**config.mk**
```make
export PLATFORM = sky130hd
export DESIGN_NAME = event_info_buffer
export DESIGN_NICKNAME = d
export VERILOG_FILES = /design/src/rtl/event_info_buffer.sv
export SDC_FILE = /design/constraint.sdc
export NUM_CORES = 1
export LEC_CHECK = 0
export CORE_ASPECT_RATIO = 0.6
export CORE_UTILIZATION = 35
export DETAILED_ROUTE_END_ITERATION = 16
export GPL_ROUTABILITY_DRIVEN = 0
export GPL_TIMING_DRIVEN = 0
export PLACE_DENSITY = 0.55
export SETUP_SLACK_MARGIN = 0.5
export SLEW_MARGIN = 25
export SYNTH_ARGS = -nofsm -noshare
export SYNTH_HDL_FRONTEND = slang
export SYNTH_SLANG_ARGS = --single-unit
```
**constraint.sdc**
```tcl
create_clock -name clk_i -period 2.69 [get_ports clk_i]
set_input_delay 0.4035 -clock clk_i [delete_from_list [all_inputs] [get_ports clk_i]]
set_output_delay 0.4035 -clock clk_i [all_outputs]
set_load 0.005 [all_outputs]
```
**src/rtl/event_info_buffer.sv**
```systemverilog
// Event record builder: per-event {event number, trigger pattern[, timestamp]} queued in a FWFT FIFO.
// Optional timestamp field enabled by defining EVENT_INFO_TIMESTAMP_EN.
module event_info_buffer #(
    parameter int NUM_TRIGGERS = 4,
    parameter int EVCNT_WIDTH  = 16,
    parameter int TS_WIDTH     = 32,
    parameter int DEPTH_LOG2   = 4,
`ifdef EVENT_INFO_TIMESTAMP_EN
    localparam int DATA_W      = EVCNT_WIDTH + NUM_TRIGGERS + TS_WIDTH
`else
    localparam int DATA_W      = EVCNT_WIDTH + NUM_TRIGGERS
`endif
) (
    input  logic                    clk_i,
    input  logic                    rst_n_i,
    input  logic                    event_flag_i,
    input  logic [NUM_TRIGGERS-1:0] trig_flag_i,
    output logic [DATA_W-1:0]       dat_o,
    output logic                    valid_o,
    input  logic                    ready_i,
    output logic [DEPTH_LOG2:0]     count_o,
    output logic                    full_o,
    output logic [7:0]              drop_cnt_o
);
    localparam int DEPTH = 1 << DEPTH_LOG2;

    if (NUM_TRIGGERS < 1 || EVCNT_WIDTH < 1 || TS_WIDTH < 1 || DEPTH_LOG2 < 1) begin : g_bad_cfg
        $error("event_info_buffer: all width parameters must be >= 1");
    end

    logic [DEPTH-1:0][DATA_W-1:0] mem_q, mem_d;
    logic [DEPTH_LOG2-1:0]        wr_ptr_q, wr_ptr_d, rd_ptr_q, rd_ptr_d;
    logic [DEPTH_LOG2:0]          count_q, count_d;
    logic [7:0]                   drop_q, drop_d;
    logic [EVCNT_WIDTH-1:0]       evcnt_q, evcnt_d;
    logic [NUM_TRIGGERS-1:0]      acc_q, acc_d, pattern;
    logic [DATA_W-1:0]            record;
    logic                         pop, push, room;
`ifdef EVENT_INFO_TIMESTAMP_EN
    logic [TS_WIDTH-1:0]          ts_q, ts_d;
`endif

    assign valid_o    = (count_q != '0);
    assign full_o     = (count_q == (DEPTH_LOG2+1)'(DEPTH));
    assign count_o    = count_q;
    assign drop_cnt_o = drop_q;
    assign dat_o      = mem_q[rd_ptr_q];

    always_comb begin
        pop     = valid_o && ready_i;
        // A full FIFO still has room if the head leaves in the same cycle
        room    = !full_o || pop;
        push    = event_flag_i && room;
        pattern = acc_q | trig_flag_i;
`ifdef EVENT_INFO_TIMESTAMP_EN
        record  = {evcnt_q, pattern, ts_q};
        ts_d    = ts_q + 1'b1;
`else
        record  = {evcnt_q, pattern};
`endif
        mem_d    = mem_q;
        wr_ptr_d = wr_ptr_q;
        rd_ptr_d = rd_ptr_q;
        count_d  = count_q;
        drop_d   = drop_q;
        evcnt_d  = evcnt_q;
        acc_d    = pattern;

        if (push) begin
            mem_d[wr_ptr_q] = record;
            wr_ptr_d        = wr_ptr_q + 1'b1;
        end
        if (pop)
            rd_ptr_d = rd_ptr_q + 1'b1;
        if (push && !pop)
            count_d = count_q + 1'b1;
        else if (pop && !push)
            count_d = count_q - 1'b1;

        if (event_flag_i) begin
            evcnt_d = evcnt_q + 1'b1;
            acc_d   = '0;
            if (!room && drop_q != 8'hFF)
                drop_d = drop_q + 8'd1;
        end
    end

    always_ff @(posedge clk_i or negedge rst_n_i) begin
        if (!rst_n_i) begin
            mem_q    <= '0;
            wr_ptr_q <= '0;
            rd_ptr_q <= '0;
            count_q  <= '0;
            drop_q   <= '0;
            evcnt_q  <= '0;
            acc_q    <= '0;
`ifdef EVENT_INFO_TIMESTAMP_EN
            ts_q     <= '0;
`endif
        end else begin
            mem_q    <= mem_d;
            wr_ptr_q <= wr_ptr_d;
            rd_ptr_q <= rd_ptr_d;
            count_q  <= count_d;
            drop_q   <= drop_d;
            evcnt_q  <= evcnt_d;
            acc_q    <= acc_d;
`ifdef EVENT_INFO_TIMESTAMP_EN
            ts_q     <= ts_d;
`endif
        end
    end
endmodule

```
==> flow_summary.yaml <==
outcome:
  status: "finished, violations left"
  violations: "setup timing"
job:
  maxCapViolations: 0
sta:
  tightest_slew_ns: 0.787
  rsz0062_at_grt: "yes"
  finalCriticalPeriod_ns: 2.85
  finalHoldViolCount: 0
  max_slew_margin_pct: 47.3
  slew_viol_final: 0
  fin_skew_ns: 0.00918
  min_period_over_period_pct: 106
  setup_viol: 20
  max_freq_mhz: 350
  fin_setup_tns_ns: -1.45
  worst_slack_ns: -0.165
setup_path:
  cp_slowest_stage_delay_ns: 0.44
  crit_slowest_cell: "dfrtp_2"
  path_max_fanout: 7
  rr_worst_depth: 13
  worstSetupStartpointType: "flip-flop"
  rrSetupSlack_ns: 0.38
  worst-path-stages: 9
  critPathTopFamily: "buffers and inverters"
  crit_buf_inv: 6
  cpMostUsedCell: "buf_12"
  critPathKind: "reg -> out"
  rr_startpoint: "count_o[1]"
  path_cells: "clkbuf_16 > buf_12 > buf_12 > buf_16 > buf_6 > mux4_2 > a22oi_2 > nand2_1 > buf_2"
  startpoint: "rd_ptr_q[0]"
  cp_data_required_time_ns: 2.29
  endpoint_kind: "output port"
  cp_data_arrival_time_ns: 2.45
  timing.rr.end: "count_o[4]"
drt:
  routed_via_density: 5.17
  drt_pass1_iterations: 4
  ant_nets: 0
  drt_iter0_drc: 715
  route.detailed.drc: 0
  routed_wl_um: 47000
  dr_total_vias: 10400
  routedWlPerCell_um: 23.3
global_route:
  grt.busiest_layer: "met1"
  grt_max_degree: 78
  use_met1_pct: 32.6
  antenna_found_initial: 1
  met3_usage_pct: 4.21
  grt_pass1_wl_um: 71800
  overflow: 0
  grt_use_met2_pct: 24.8
  grt_pass1_vias: 10600
  grt_util_all_layers_pct: 19.5
pwr:
  powerDensity_nw_per_um2: 1040
  p_int_w: 0.0147
  pwr-share-seq_pct: 33.7
  switching_share_pct: 34.2
  p_sw_w: 0.00766
  pwr-share-comb_pct: 43.5
  power_w: 0.0224
  peakVddDrop_v: 0.000581
  p_leak_nw: 9.56
  power_frac_clock_pct: 22.8
floorplan:
  die_x_um: 287
  ios: 43
  coreArea_um2: 48000
  fp-row-count: 62
  die_h_um: 173
  die_area_um2: 49800
  start_util_pct: 35.6
logic_synthesis:
  avgSynthCellArea_um2: 15.0
  synth_area_leader_cell: "dfrtp_1"
  synth.distinct_cells: 44
  synthCells: 1144
  async_reset_ff_share_pct: 100
  synth_nets: 1164
  synth_edf_count: 0
  synth_area_leaders: "dfrtp_1, mux2_2, mux4_2"
  synth_seq_cells: 361
  yosysWarningCount: 0
  synth_flop_cell: "dfrtp_1"
  yosys.area.top_type_share_pct: 52.8
  synthesis.area_um2: 17100
  ys_seq_area_share_pct: 52.8
cells_and_area:
  area_growth_pct: 25.3
  n_antenna_cell: 0
  multiInputGateArea_um2: 7630
  fill_cells: 4214
  layout.nets: 1373
  regArea_um2: 9040
  instances_no_fill: 2018
  mostFrequentLayoutCells: "dfrtp_1, mux2_2, mux2_4"
  final_common_cell: "dfrtp_1"
  drive_above_1_share_pct: 52.3
clock_tree:
  clock-sinks: 361
  cts-buffers-inserted: 36
  htree_levels: 2
  root_buffer: "clkbuf_16"
  clk_path_buf_depth: 3
  clk_pin_slew_ns: 0.06
  clock_latency_ns: 0.53
  cts_tree: "yes"
placed_design:
  numPortBuffers: 42
  dp.cells: 1831
  dpl.hpwl_um: 30800
hold_path:
  hold_class: "in -> async"
[area by class of cell]
cell class              instances  area share, %
flip-flops and latches        361           42.2
multi-input cells             681           35.6
repair buffers                171           8.16
clock buffers                  54           5.08
plain buffers                  95           4.74
well taps                     640           3.73
clock inverters                 9          0.385
inverters                       7          0.158
[power by group through the flow]
stage | clock, W | sequential [W] | combinational (W)
2_1_floorplan | 0 | 0.00738 | 0.00506
3_3_place_gp | 0 | 0.00762 | 0.00735
3_5_place_dp | 0 | 0.00761 | 0.00748
4_1_cts | 0.00520 | 0.00751 | 0.00928
5_1_grt | 0.00544 | 0.00769 | 0.0103
6_report | 0.00511 | 0.00754 | 0.00972
[cells in the mapped netlist (all sizes together) (2+ instances only)]
library cell	count
dfrtp	361
buf	59
nand2b	5
clkbuf	33
mux4	80
mux2	265
ha	11
xor2	8
a22oi	40
nor3	9
and3	2
xnor2	19
nor2	78
a21o	2
and2	2
a21oi	67
nor2b	4
nand2	41
inv	7
o21ai	4
or2b	2
clkdlybuf4s15	2
a211oi	16
nand3	12
nand4	6
[cell families after synthesis]
logic type      Yosys count  synth area share, %
buf+inv                 102                 4.53
mux                     346                 30.1
compound gates          133                 6.02
fa+ha+maj                12                0.921
xor+xnor                 27                 1.38
simple gates            163                 4.23
flops                   361                 52.8
[stage by stage]
| stage | hold slack (ns) | cell area, um^2 | utilization (%) | worst slack [ns] |
|---|---|---|---|---|
| 2_1_floorplan | 0.108 | 17200 | - | 0.207 |
| 3_3_place_gp | 0.483 | 18400 | 38.3 | -16.58 |
| 3_5_place_dp | 0.355 | 18500 | 38.6 | -0.882 |
| 4_1_cts | 0.435 | 21200 | 44.1 | -0.206 |
| 5_1_grt | 0.455 | 21400 | 44.7 | -0.232 |
| 6_report | 0.436 | 21400 | 44.7 | -0.165 |
[per-layer routing]
metal | share of wire (%) | wire length (um)
met1 | 52 | 24600
met2 | 40 | 18900
met3 | 6.0 | 2830
met4 | 1.6 | 773
met5 | 0.028 | 13
[worst reg2reg max path, stage by stage, from the launching register on]
cell and delay [ns]:
dfrtp_2 0.48, nor3_4 0.20, buf_6 0.16, buf_6 0.10, nand2_4 0.05, nand2_4 0.06
inv_4 0.04, ha_4 0.16, inv_6 0.08, ha_4 0.21, a21o_4 0.22, a21oi_4 0.13
mux2i_1 0.19, o31ai_1 0.09
[flip-flops by register name, indices dropped and copies added, names as in the netlist]
signal and flops:
wr_ptr_q 4, acc_q 4, evcnt_q 16, rd_ptr_q 4, count_o 5, drop_cnt_o 8, mem_q 320
[worst max-delay path by stage]
stage,to,slack [ns]
final,dat_o[15],-0.16
after global routing,dat_o[18],-0.23
after CTS,dat_o[0],-0.21
after detailed placement,count_o[4],-0.88
after global placement,count_o[2],-16.58
after floorplan,count_o[4],0.21
[timing repair]
| item | 4_1_cts | 5_1_grt |
|---|---|---|
| pin swaps | 74 | 28 |
| hold buffers | 2 | 0 |
| gates resized for setup | 214 | 57 |
| cloned | 5 | 0 |
| endpoints found under the hold margin | 54 | 0 |
| setup buffers | 106 | 11 |
| endpoints found under the setup margin | 214 | 62 |
No activity file was read; power rests on OpenSTA's default activity.
